**config.mk**
```make
export PLATFORM = sky130hd
export DESIGN_NAME = gpio_native
export DESIGN_NICKNAME = d
export VERILOG_FILES = /design/src/rtl/gpio_native.sv
export SDC_FILE = /design/constraint.sdc
export NUM_CORES = 1
export LEC_CHECK = 0
export CORE_MARGIN = 4
export CORE_UTILIZATION = 32
export CTS_CLUSTER_DIAMETER = 50
export DETAILED_ROUTE_END_ITERATION = 10
export PLACE_DENSITY = 0.75
export SYNTH_ARGS = -nofsm -noshare
export SYNTH_HDL_FRONTEND = slang
export SYNTH_SLANG_ARGS = --single-unit
```
**constraint.sdc**
```tcl
create_clock -name clk -period 1.4 [get_ports clk]
set_input_delay 0.42 -clock clk [delete_from_list [all_inputs] [get_ports clk]]
set_output_delay 0.42 -clock clk [all_outputs]
set_load 0.005 [all_outputs]
```
**src/rtl/gpio_native.sv**
```systemverilog
// gpio_native: memory-mapped GPIO slave for the PicoRV32 native bus.
// Provides output data, per-pin direction, a two-flop input synchronizer
// and atomic set/clear of the output data.
// Optional edge interrupts are built when the macro GPIO_IRQ_EN is defined.
`timescale 1ns/1ps

module gpio_native #(
    parameter int unsigned NGPIO     = 8,
    parameter logic [31:0] OUT_RESET = 32'h0
) (
    input  logic             clk,
    input  logic             resetn,
    input  logic             mem_valid,
    output logic             mem_ready,
    input  logic [31:0]      mem_addr,
    input  logic [31:0]      mem_wdata,
    input  logic [3:0]       mem_wstrb,
    output logic [31:0]      mem_rdata,
    input  logic [NGPIO-1:0] gpio_in,
    output logic [NGPIO-1:0] gpio_out,
    output logic [NGPIO-1:0] gpio_oe,
    output logic             irq
);

    typedef enum logic {StIdle, StAck} state_e;

    state_e           r_state;
    logic             r_ready;
    logic [31:0]      r_rdata;
    logic [NGPIO-1:0] r_data_out;
    logic [NGPIO-1:0] r_dir;
    logic [NGPIO-1:0] r_sync1;
    logic [NGPIO-1:0] r_sync2;

    logic [2:0]  w_off;
    logic        w_wr;
    logic [31:0] w_bmask;
    logic [31:0] w_wval;
    logic [31:0] w_out32;
    logic [31:0] w_dir32;
    logic [31:0] w_in32;
    logic [31:0] w_out_nxt;
    logic [31:0] w_dir_nxt;
    logic [31:0] w_rd;

    assign w_off   = mem_addr[4:2];
    // Writes only land in the idle state; the ACK cycle never samples the bus.
    assign w_wr    = (r_state == StIdle) && mem_valid && (mem_wstrb != 4'b0000);
    assign w_bmask = {{8{mem_wstrb[3]}}, {8{mem_wstrb[2]}}, {8{mem_wstrb[1]}}, {8{mem_wstrb[0]}}};
    assign w_wval  = mem_wdata & w_bmask;

`ifdef GPIO_IRQ_EN
    logic [NGPIO-1:0] r_sync3;
    logic [NGPIO-1:0] r_irq_mask;
    logic [NGPIO-1:0] r_irq_status;
    logic [NGPIO-1:0] r_irq_edge;
    logic             r_irq;
    logic [31:0]      w_mask32;
    logic [31:0]      w_status32;
    logic [31:0]      w_edge32;
    logic [31:0]      w_mask_nxt;
    logic [31:0]      w_edge_nxt;
    logic [NGPIO-1:0] w_event;
    logic [NGPIO-1:0] w_clr;
`endif

    // Zero-extend the pin-wide registers to bus width for read and merge logic.
    always_comb begin
        w_out32 = '0;
        w_dir32 = '0;
        w_in32  = '0;
        w_out32[NGPIO-1:0] = r_data_out;
        w_dir32[NGPIO-1:0] = r_dir;
        w_in32[NGPIO-1:0]  = r_sync2;
`ifdef GPIO_IRQ_EN
        w_mask32   = '0;
        w_status32 = '0;
        w_edge32   = '0;
        w_mask32[NGPIO-1:0]   = r_irq_mask;
        w_status32[NGPIO-1:0] = r_irq_status;
        w_edge32[NGPIO-1:0]   = r_irq_edge;
`endif
    end

    // Next-state of the writable registers, merged byte-wise per strobe.
    always_comb begin
        w_out_nxt = w_out32;
        w_dir_nxt = w_dir32;
`ifdef GPIO_IRQ_EN
        w_mask_nxt = w_mask32;
        w_edge_nxt = w_edge32;
`endif
        if (w_wr) begin
            case (w_off)
                3'd0: w_out_nxt = (w_out32 & ~w_bmask) | w_wval;
                3'd1: w_dir_nxt = (w_dir32 & ~w_bmask) | w_wval;
                3'd3: w_out_nxt = w_out32 | w_wval;
                3'd4: w_out_nxt = w_out32 & ~w_wval;
`ifdef GPIO_IRQ_EN
                3'd5: w_mask_nxt = (w_mask32 & ~w_bmask) | w_wval;
                3'd7: w_edge_nxt = (w_edge32 & ~w_bmask) | w_wval;
`endif
                default: ;
            endcase
        end
    end

    // Read mux; SET/CLR and absent registers read as zero.
    always_comb begin
        w_rd = '0;
        case (w_off)
            3'd0: w_rd = w_out32;
            3'd1: w_rd = w_dir32;
            3'd2: w_rd = w_in32;
`ifdef GPIO_IRQ_EN
            3'd5: w_rd = w_mask32;
            3'd6: w_rd = w_status32;
            3'd7: w_rd = w_edge32;
`endif
            default: w_rd = '0;
        endcase
    end

    // Bus handshake: capture read data on acceptance, pulse ready for one cycle.
    always_ff @(posedge clk or negedge resetn) begin
        if (!resetn) begin
            r_state <= StIdle;
            r_ready <= 1'b0;
            r_rdata <= '0;
        end else begin
            case (r_state)
                StIdle: begin
                    if (mem_valid) begin
                        r_state <= StAck;
                        r_ready <= 1'b1;
                        r_rdata <= w_rd;
                    end else begin
                        r_ready <= 1'b0;
                        r_rdata <= '0;
                    end
                end
                default: begin
                    r_state <= StIdle;
                    r_ready <= 1'b0;
                    r_rdata <= '0;
                end
            endcase
        end
    end

    // Output data, direction and the input synchronizer.
    always_ff @(posedge clk or negedge resetn) begin
        if (!resetn) begin
            r_data_out <= OUT_RESET[NGPIO-1:0];
            r_dir      <= '0;
            r_sync1    <= '0;
            r_sync2    <= '0;
        end else begin
            r_data_out <= w_out_nxt[NGPIO-1:0];
            r_dir      <= w_dir_nxt[NGPIO-1:0];
            r_sync1    <= gpio_in;
            r_sync2    <= r_sync1;
        end
    end

`ifdef GPIO_IRQ_EN
    assign w_event = (r_irq_edge & r_sync2 & ~r_sync3) | (~r_irq_edge & ~r_sync2 & r_sync3);
    assign w_clr   = (w_wr && (w_off == 3'd6)) ? w_wval[NGPIO-1:0] : '0;

    // Edge detection and W1C status; a same-cycle event wins over the clear.
    always_ff @(posedge clk or negedge resetn) begin
        if (!resetn) begin
            r_sync3      <= '0;
            r_irq_mask   <= '0;
            r_irq_status <= '0;
            r_irq_edge   <= '0;
            r_irq        <= 1'b0;
        end else begin
            r_sync3      <= r_sync2;
            r_irq_mask   <= w_mask_nxt[NGPIO-1:0];
            r_irq_edge   <= w_edge_nxt[NGPIO-1:0];
            r_irq_status <= (r_irq_status & ~w_clr) | w_event;
            r_irq        <= |(r_irq_status & r_irq_mask);
        end
    end

    assign irq = r_irq;
`else
    assign irq = 1'b0;
`endif

    logic w_unused;
`ifdef GPIO_IRQ_EN
    assign w_unused = ^{mem_addr[31:5], mem_addr[1:0], w_out_nxt, w_dir_nxt,
                        w_mask_nxt, w_edge_nxt};
`else
    assign w_unused = ^{mem_addr[31:5], mem_addr[1:0], w_out_nxt, w_dir_nxt};
`endif

    assign mem_ready = r_ready;
    assign mem_rdata = r_rdata;
    assign gpio_out  = r_data_out;
    assign gpio_oe   = r_dir;

endmodule
```
==> flow_summary_export.csv, run 1 <==
group,metric,value,unit
run_status,status,"finished, violations left",
run_status,failed_checks,"negative setup slack",
layout,final_util,0.473,
synthesis,synth.avg_cell_area,12.8,um2
clocking,cts.sinks,41,
detailed_routing,drtAntennaViolNets,0,
global_routing,grt_max_degree,42,
global_routing,grtUsageTotal,0.112,
layout,n_fill_cell,526,
layout,drive_gt1_frac,0.265,
synthesis,synth_area,1860,um2
placement,dpl.hpwl,2840,um
synthesis,seq_area_frac_synth,0.553,
worst_setup_path,start_kind,"flop",
synthesis,synth.ff_latch_count,41,
power_and_ir_drop,p_clk_frac,0.265,
detailed_routing,drc,0,
die,rows,27,
layout,area_growth,41.9,%
worst_setup_path,critical_path_arrival,1.59,ns
detailed_routing,wl,3910,um
min_path,hold_class,"in -> async",
layout,finish.net_count,308,
clocking,cts_tree,"done",
die,die_h,84.2,um
timing,period_minus_slack,1.42,ns
flow_run,maxCapViolations,0,
power_and_ir_drop,leakagePower,0.00133,uW
die,core,5570,um2
worst_setup_path,path_class,"reg -> reg",
synthesis,yosysWarnings,0,
global_routing,grt_pass1_wl,6200,um
timing,worst_slack,-0.0217,ns
synthesis,synth_cell_types,22,
die,die_w,84.2,um
placement,post-place-ws,-0.549,ns
detailed_routing,drt_iter0_drc,45,
placement,portBuffers,47,
global_routing,antenna_found_initial,0,
clocking,h-tree-depth,2,
timing,slew_violations,0,
worst_setup_path,end_kind,"flop",
power_and_ir_drop,combPwrFrac,0.269,
die,dieArea,7090,um2
clocking,clockBufferDepth,2,
timing,period_share,1.02,
power_and_ir_drop,sequentialPowerShare,0.466,
power_and_ir_drop,peakVddDrop,0.462,mV
worst_setup_path,crit_path_max_fanout,8,
detailed_routing,vias,1246,
die,start_util,0.333,
detailed_routing,first_pass_iters,4,
global_routing,grt_pass1_vias,1265,
worst_setup_path,cp_data_required_time,1.57,ns
timing,rsz0062_at_grt,"true",
placement,place_congestion,0.765,
timing,fmax,703,MHz
power_and_ir_drop,power_density,1150,nW/um2
synthesis,syn_inst,145,
power_and_ir_drop,p_int,2250,uW
synthesis,yosys-top-cells-area,"dfrtp_1, buf_4, mux2_4",
clocking,clkLatencyLatePin,0.29,ns
power_and_ir_drop,switching_share,0.255,
die,ios,129,
detailed_routing,drt-wirelength-per-cell,12.9,um
clocking,cts_buffers,5,
layout,diodes,0,
global_routing,grt-ovfl-total,0,
timing,finClkSkew,0.0125,ns
synthesis,synth_top_area_frac,0.553,
power_and_ir_drop,switchingPower,770,uW
detailed_routing,avgViaCountPerCell,4.13,
clocking,cts_root_buf,"clkbuf_8",
clocking,path_clk_slew,0.08,ns
synthesis,yosysTopAreaCell,"dfrtp_1",
timing,setup_violations,8,
timing,finalHoldViolCount,0,
## logic make-up after synthesis
logic type	share of synthesized area
other	0.00202
buffers and inverters	0.123
flip-flops	0.553
multiplexers	0.108
AO/OA/AOI/OAI	0.0593
AND/OR/NAND/NOR	0.155
## synth_stat cells
| master | number |
|---|---|
| conb_1 | 1 |
| or2b_1 | 3 |
| buf_4 | 25 |
| nand2b_1 | 5 |
| nor4b_4 | 1 |
| buf_6 | 1 |
| mux2i_1 | 8 |
| dfrtp_1 | 41 |
| a22o_1 | 8 |
| nand4bb_4 | 1 |
| or2_0 | 8 |
| nand2b_4 | 1 |
| mux2_4 | 8 |
| and2b_2 | 1 |
| buf_8 | 1 |
| buf_2 | 3 |
| a21oi_1 | 8 |
| nor3_4 | 1 |
| nand2_1 | 9 |
| nor2b_1 | 2 |
| nand3b_1 | 1 |
| nand3_1 | 8 |
## cells in the final DEF (no fill, tap or decap), types with 3 or more instances in the layout
cell type        count
a21oi_1              8
a22o_1               8
buf_4               33
clkbuf_8             6
clkdlybuf4s15_1      7
clkdlybuf4s50_1     16
conb_1              25
dfrtp_1             41
dlygate4sd2_1       22
mux2_4               8
mux2i_1              8
nand2_1              9
nand2b_1             5
nand3_1              7
or2_0                8
or2b_1               3
## worst max-delay path: stages, from the launching register on
cell and delay (ns):
dfrtp_1 0.40, buf_6 0.12, nand4bb_4 0.21, nand2b_4 0.26
mux2_4 0.32
## power by group through the flow
stage	logic (uW)	clock network (uW)	registers, uW
after global placement	675	0	1460
final	812	799	1410
after CTS	762	830	1410
after floorplan	309	0	1450
after detailed placement	691	0	1460
after global routing	889	881	1430
## through the flow
| step | cell area [um2] | TNS (ns) | hold WS (ns) | instances | power (uW) |
|---|---|---|---|---|---|
| 3_3_place_gp | 2420 | -10.65 | 0.333 | 276 | 2140 |
| 5_1_grt | 2640 | -0.865 | 0.0973 | 302 | 3200 |
| 6_report | 2640 | -0.0928 | 0.0865 | 302 | 3020 |
| 2_1_floorplan | 1950 | 0 | 0.124 | 169 | 1760 |
| 4_1_cts | 2580 | -0.262 | 0.0967 | 297 | 3000 |
| 3_5_place_dp | 2420 | -11.34 | 0.335 | 276 | 2150 |
## what timing repair did
action / in CTS / in global routing
buffers inserted: 13 / 5
gates resized for setup: 34 / 9
pin swaps: 1 / 2
hold buffers: 0 / 0
endpoints found under the setup margin: 49 / 29
## final cells by class
cell class	instances	area [um2]	share of cell area
multi-input combinational	98	699	0.265
timing repair buffer	83	723	0.274
tap	72	90.1	0.0342
clock buffer	6	82.6	0.0313
sequential	41	1030	0.389
clock inverter	2	13.8	0.00522
## layer usage
| layer | routed length (um) | part of all wire | GRT usage |
|---|---|---|---|
| met3 | 278 | 0.071 | 0.0343 |
| met5 | 0 | 0 | 0 |
| met1 | 1630 | 0.42 | 0.136 |
| met4 | 21 | 0.0054 | 0.0307 |
| met2 | 1980 | 0.51 | 0.192 |
## final timing paths
| kind | startpoint | endpoint | slack [ns] | depth (start not counted) |
|---|---|---|---|---|
| min in group clk | r_sync1[1]$_DFF_PN0_ | r_sync2[1]$_DFF_PN0_ | 0.35 | 0 |
| min | resetn | async pin | 0.09 | 2 |
| max reg2reg | mem_ready$_DFF_PN0_ | flop | -0.02 | 4 |
| max in group asynchronous | resetn | r_sync1[3]$_DFF_PN0_ | 1.10 | 2 |
| max | mem_ready$_DFF_PN0_ | flop | -0.02 | 4 |
| min reg2reg | r_sync1[1]$_DFF_PN0_ | r_sync2[1]$_DFF_PN0_ | 0.35 | 0 |
No activity file was read; power rests on OpenSTA's default activity.
==> run 2, diff against run 1 <==
--- a/config.mk
+++ b/config.mk
@@ -6,10 +6,10 @@
 export NUM_CORES = 1
 export LEC_CHECK = 0
 export CORE_MARGIN = 4
-export CORE_UTILIZATION = 32
+export CORE_UTILIZATION = 38
 export CTS_CLUSTER_DIAMETER = 50
 export DETAILED_ROUTE_END_ITERATION = 10
-export PLACE_DENSITY = 0.75
+export PLACE_DENSITY = 0.84
 export SYNTH_ARGS = -nofsm -noshare
 export SYNTH_HDL_FRONTEND = slang
 export SYNTH_SLANG_ARGS = --single-unit
==> constraint.sdc (replaced) <==
create_clock -name clk -period 1.85 [get_ports clk]
set_input_delay 0.555 -clock clk [delete_from_list [all_inputs] [get_ports clk]]
set_output_delay 0.555 -clock clk [all_outputs]
set_load 0.005 [all_outputs]
==> run 2 against run 1 <==
The run now ends clean; combinational power fell by 37%; wire length shrank 4.6%; non-clock buffer count down 24; clock power is 6.6% lower; highest routed layer unchanged; sequential cell count did not move; utilization grew 5.7 points; sequential share of layout area rose by 2.1 points; worst setup slack better by 0.086 ns; die area fell by 14%; global-route usage rose by 1.4 points.
==> flow_summary_export.csv, run 2 (synthesized netlist as in run 1, its figures left out) <==
group,metric,value,unit
run_status,status,"completed",
power_and_ir_drop,switchingPower,564,uW
power_and_ir_drop,finalPower,2350,uW
detailed_routing,drc,0,
detailed_routing,wl,3730,um
global_routing,grt-ovfl-total,0,
worst_setup_path,crit_path_max_fanout,8,
die,ios,129,
die,core,4720,um2
die,die_h,77.9,um
clocking,cts.hold.buffers_added,0,
clocking,h-tree-depth,2,
placement,portBuffers,47,
global_routing,grt_pass1_vias,1241,
timing,period_share,0.965,
worst_setup_path,r2r_start,"mem_ready$_DFF_PN0_",
clocking,clkLatencyLatePin,0.29,ns
power_and_ir_drop,peakVddDrop,0.383,mV
die,start_util,0.393,
timing,fmax,560,MHz
power_and_ir_drop,p_clk_frac,0.318,
placement,dpl.hpwl,2860,um
worst_setup_path,start_kind,"input pin",
die,rows,25,
clocking,post-cts-setup-buffer-count,0,
layout,diodes,0,
power_and_ir_drop,leakagePower,0.00114,uW
die,die_w,77.9,um
layout,drive_gt1_frac,0.170,
timing,setup_violations,0,
timing,finClkSkew,0.00692,ns
timing,slew_violations,0,
layout,finish.net_count,284,
power_and_ir_drop,p_int,1780,uW
worst_setup_path,path_class,"in -> reg",
placement,placed_cells,265,
worst_setup_path,ff2ff_path_depth,3,
min_path,hold_class,"in -> async",
detailed_routing,drtAntennaViolNets,0,
layout,n_fill_cell,402,
worst_setup_path,endpoint,"gpio_out[3]$_DFFE_PN0P_",
global_routing,grtUsageTotal,0.126,
placement,place_congestion,0.788,
power_and_ir_drop,combPwrFrac,0.216,
clocking,path_clk_slew,0.08,ns
clocking,cts-resized-gates,0,
layout,fin_cells,273,
timing,setup_tns,0,ns
worst_setup_path,startpoint,"mem_addr[3]",
global_routing,grt_max_degree,25,
clocking,clockBufferDepth,2,
power_and_ir_drop,power_density,937,nW/um2
timing,holdWs,0.193,ns
worst_setup_path,critical_path_arrival,1.96,ns
layout,layout_common_cells,"clkdlybuf4s50_1, dfrtp_1, conb_1, buf_4, nand2_1",
clocking,cts_buffers,5,
worst_setup_path,end_kind,"flop",
detailed_routing,drt-wirelength-per-cell,13.7,um
die,dieArea,6070,um2
detailed_routing,first_pass_iters,4,
detailed_routing,vias,1179,
clocking,cts_root_buf,"clkbuf_8",
power_and_ir_drop,sequentialPowerShare,0.466,
worst_setup_path,cp_data_required_time,2.02,ns
detailed_routing,drt_iter0_drc,28,
detailed_routing,avgViaCountPerCell,4.32,
timing,period_minus_slack,1.79,ns
layout,area_growth,34.8,%
timing,rsz0062_at_grt,"false",
placement,post-place-ws,-0.248,ns
worst_setup_path,reg2reg_slack,0.47,ns
layout,layout_commonest_cell,"clkdlybuf4s50_1",
power_and_ir_drop,switching_share,0.240,
global_routing,grt_pass1_wl,5870,um
timing,worst_slack,0.0645,ns
global_routing,antenna_found_initial,0,
timing,finalHoldViolCount,0,
flow_run,maxCapViolations,0,
clocking,cts_tree,"done",
clocking,cts.sinks,41,
run 2: cell count changes in the layout (fill, tap and decap cells not counted), moves of 2 or more:
cell / before / now
buf_6: 2 / 0
buf_4: 33 / 10
dlygate4sd2_1: 22 / 0
clkdlybuf4s15_1: 7 / 0
clkdlybuf4s50_1: 16 / 46
run 2: power by group through the flow:
stage	sequential, uW	combinational, uW	clock [uW]
after CTS	1090	516	759
after global routing	1110	548	795
final	1090	508	746
after global placement	1100	501	0
after detailed placement	1110	514	0
after floorplan	1100	233	0
run 2: final cells by class:
type / instances / area (um2) / area share
clock inverters: 2 / 37.5 / 0.0150
multi-input cells: 98 / 692 / 0.276
clock buffers: 6 / 82.6 / 0.0330
well taps: 67 / 83.8 / 0.0335
repair buffers: 59 / 581 / 0.232
flip-flops and latches: 41 / 1030 / 0.410
run 2: worst min path at each step:
stage	from	end	slack, ns	cells after the start
floorplan	resetn	async pin	0.26	0
global placement	r_sync1[1]$_DFF_PN0_	r_sync2[1]$_DFF_PN0_	0.33	0
detailed placement	r_sync1[3]$_DFF_PN0_	r_sync2[3]$_DFF_PN0_	0.33	0
CTS	resetn	gpio_out[1]$_DFFE_PN0P_	0.20	1
global route	resetn	gpio_out[1]$_DFFE_PN0P_	0.23	1
finish	resetn	async pin	0.19	1
run 2: critical path: stages:
cell and delay, ns:
clkdlybuf4s50_1 0.48, buf_4 0.18, nor4b_4 0.26, buf_4 0.20
nand3_1 0.09, a22o_1 0.19
run 2: metrics by stage:
stage,utilization,area [um2]
finish,0.530,2500
global route,0.530,2500
CTS,0.530,2500
detailed placement,0.504,2380
global placement,0.504,2380
floorplan,-,1950
run 2: layer usage:
metal	routed length [um]	share of wire	GRT usage	vias to the layer above
li1	-	-	-	557
met1	1480	0.40	0.141	576
met2	1980	0.53	0.225	42
met3	221	0.059	0.0406	4
met4	50	0.013	0.0402	0
met5	0	0	0	-
==> run 3, diff against run 2 <==
--- a/config.mk
+++ b/config.mk
@@ -5,11 +5,13 @@
 export SDC_FILE = /design/constraint.sdc
 export NUM_CORES = 1
 export LEC_CHECK = 0
+export CAP_MARGIN = 20
 export CORE_MARGIN = 4
-export CORE_UTILIZATION = 38
+export CORE_UTILIZATION = 35
 export CTS_CLUSTER_DIAMETER = 50
 export DETAILED_ROUTE_END_ITERATION = 10
-export PLACE_DENSITY = 0.84
+export PLACE_DENSITY = 0.78
 export SYNTH_ARGS = -nofsm -noshare
 export SYNTH_HDL_FRONTEND = slang
 export SYNTH_SLANG_ARGS = --single-unit
+export TNS_END_PERCENT = 1
==> constraint.sdc (replaced) <==
create_clock -name clk -period 2 [get_ports clk]
set_input_delay 0.6 -clock clk [delete_from_list [all_inputs] [get_ports clk]]
set_output_delay 0.6 -clock clk [all_outputs]
set_load 0.005 [all_outputs]
==> run 3 against run 2 <==
Wire length up 2.4%; total power is 10% lower; utilization decreased by 4.9 points; global-route usage is 0.10 points lower; final area decreased by 1.1%; die area grew 7.7%; clock power is 16% lower; sequential share of layout area up 0.43 points; combinational power down 8.1%; sequential power is 7% lower; largest power group unchanged.
==> flow_summary_export.csv, run 3 (synthesized netlist as in run 1, its figures left out) <==
group,metric,value,unit
worst_setup_path,crit_path_max_fanout,4,
die,start_util,0.361,
die,ios,129,
worst_setup_path,timing.critical_path.max_delay_family,"buffers and inverters",
worst_setup_path,startpoint,"mem_ready$_DFF_PN0_",
layout,final_util,0.482,
detailed_routing,drt-wirelength-per-cell,14.0,um
run_status,status,"completed",
layout,finish.net_count,282,
die,die_h,80.8,um
clocking,post-cts-setup-buffer-count,0,
power_and_ir_drop,sequentialPowerShare,0.480,
layout,multiInputGateArea,692,um2
global_routing,antenna_found_initial,0,
flow_run,maxCapViolations,0,
detailed_routing,first_pass_iters,4,
clocking,cts_tree,"done",
worst_setup_path,path_class,"reg -> out",
timing,slew_violations,0,
worst_setup_path,worstPathCellList,"clkdlybuf4s50_1",
min_path,hold_class,"in -> async",
timing,setup_tns,0,ns
worst_setup_path,reg2reg_slack,0.55,ns
timing,finClkSkew,0.00537,ns
clocking,cts-resized-gates,0,
die,core,5140,um2
clocking,h-tree-depth,2,
detailed_routing,drtAntennaViolNets,0,
layout,layout_common_cells,"clkdlybuf4s50_1, dfrtp_1, conb_1, nand2_1",
worst_setup_path,cp.depth,1,
layout,drive_gt1_frac,0.153,
placement,post-place-ws,-0.155,ns
clocking,cts.hold.buffers_added,0,
detailed_routing,drc,0,
power_and_ir_drop,p_clk_frac,0.298,
clocking,clockBufferDepth,2,
die,die_w,80.8,um
timing,rsz0062_at_grt,"false",
worst_setup_path,worst-path-buf-inv,1,
timing,finalHoldViolCount,0,
clocking,clkLatencyLatePin,0.29,ns
timing,period_share,0.950,
layout,n_fill_cell,499,
clocking,cts_root_buf,"clkbuf_8",
timing,fmax,527,MHz
power_and_ir_drop,leakagePower,0.00113,uW
worst_setup_path,slowest_stage,"clkdlybuf4s50_1",
power_and_ir_drop,combPwrFrac,0.222,
detailed_routing,vias,1180,
detailed_routing,avgViaCountPerCell,4.32,
power_and_ir_drop,switchingPower,496,uW
power_and_ir_drop,switching_share,0.236,
detailed_routing,wl,3820,um
global_routing,grt_max_degree,23,
placement,portBuffers,47,
global_routing,grt_pass1_vias,1196,
timing,worst_slack,0.101,ns
worst_setup_path,critical_path_arrival,1.30,ns
clocking,cts.sinks,41,
global_routing,grt_pass1_wl,6040,um
worst_setup_path,endpoint,"mem_ready",
worst_setup_path,r2r_start,"mem_ready$_DFF_PN0_",
timing,period_minus_slack,1.90,ns
power_and_ir_drop,p_int,1600,uW
worst_setup_path,critPathMaxStageDelay,0.55,ns
worst_setup_path,cp_data_required_time,1.40,ns
die,dieArea,6530,um2
layout,regArea,1030,um2
clocking,cts_buffers,5,
layout,diodes,0,
power_and_ir_drop,power_density,849,nW/um2
placement,place_congestion,0.743,
die,rows,26,
worst_setup_path,end_kind,"output pin",
power_and_ir_drop,peakVddDrop,0.461,mV
global_routing,grt-ovfl-total,0,
worst_setup_path,ff2ff_path_depth,3,
detailed_routing,drt_iter0_drc,46,
layout,layout_commonest_cell,"clkdlybuf4s50_1",
worst_setup_path,start_kind,"flop",
layout,area_growth,33.3,%
clocking,path_clk_slew,0.07,ns
timing,setup_violations,0,
placement,dpl.hpwl,2950,um
global_routing,grtUsageTotal,0.125,
==> run 3: how the worst min path moves through the flow <==
stage / cells past startpoint / to / startpoint / slack (ns)
after floorplan: 0 / async pin / resetn / 0.30
after global placement: 0 / r_sync2[4]$_DFF_PN0_ / r_sync1[4]$_DFF_PN0_ / 0.33
after detailed placement: 0 / r_sync2[1]$_DFF_PN0_ / r_sync1[1]$_DFF_PN0_ / 0.33
after CTS: 1 / gpio_out[7]$_DFFE_PN0P_ / resetn / 0.28
after global routing: 1 / gpio_out[7]$_DFFE_PN0P_ / resetn / 0.30
final: 1 / gpio_out[7]$_DFFE_PN0P_ / resetn / 0.26
==> run 3: cell type report <==
class | instances | area share
multi-input combinational | 98 | 0.280
timing repair buffer | 57 | 0.229
tap | 70 | 0.0354
clock buffer | 5 | 0.0278
sequential | 41 | 0.415
clock inverter | 2 | 0.0142
==> run 3: layer usage <==
| metal | global-route usage | part of all wire |
|---|---|---|
| met4 | 0.0304 | 0.010 |
| met3 | 0.0443 | 0.068 |
| met5 | 0 | 0 |
| met2 | 0.210 | 0.54 |
| met1 | 0.152 | 0.38 |
==> run 3: power by group through the flow <==
stage	combinational (uW)	sequential (uW)	clock, uW
after floorplan	216	1020	0
after global placement	463	1020	0
after detailed placement	474	1020	0
after CTS	476	1010	649
after global routing	512	1020	685
final	467	1010	625
==> run 3: stage by stage <==
step | std cells | total power, uW | area, um2 | hold WS, ns
after floorplan | 169 | 1230 | 1950 | 0.304
after global placement | 266 | 1480 | 2370 | 0.332
after detailed placement | 266 | 1500 | 2370 | 0.335
after CTS | 273 | 2130 | 2470 | 0.281
after global routing | 273 | 2220 | 2470 | 0.300
final | 273 | 2100 | 2470 | 0.264
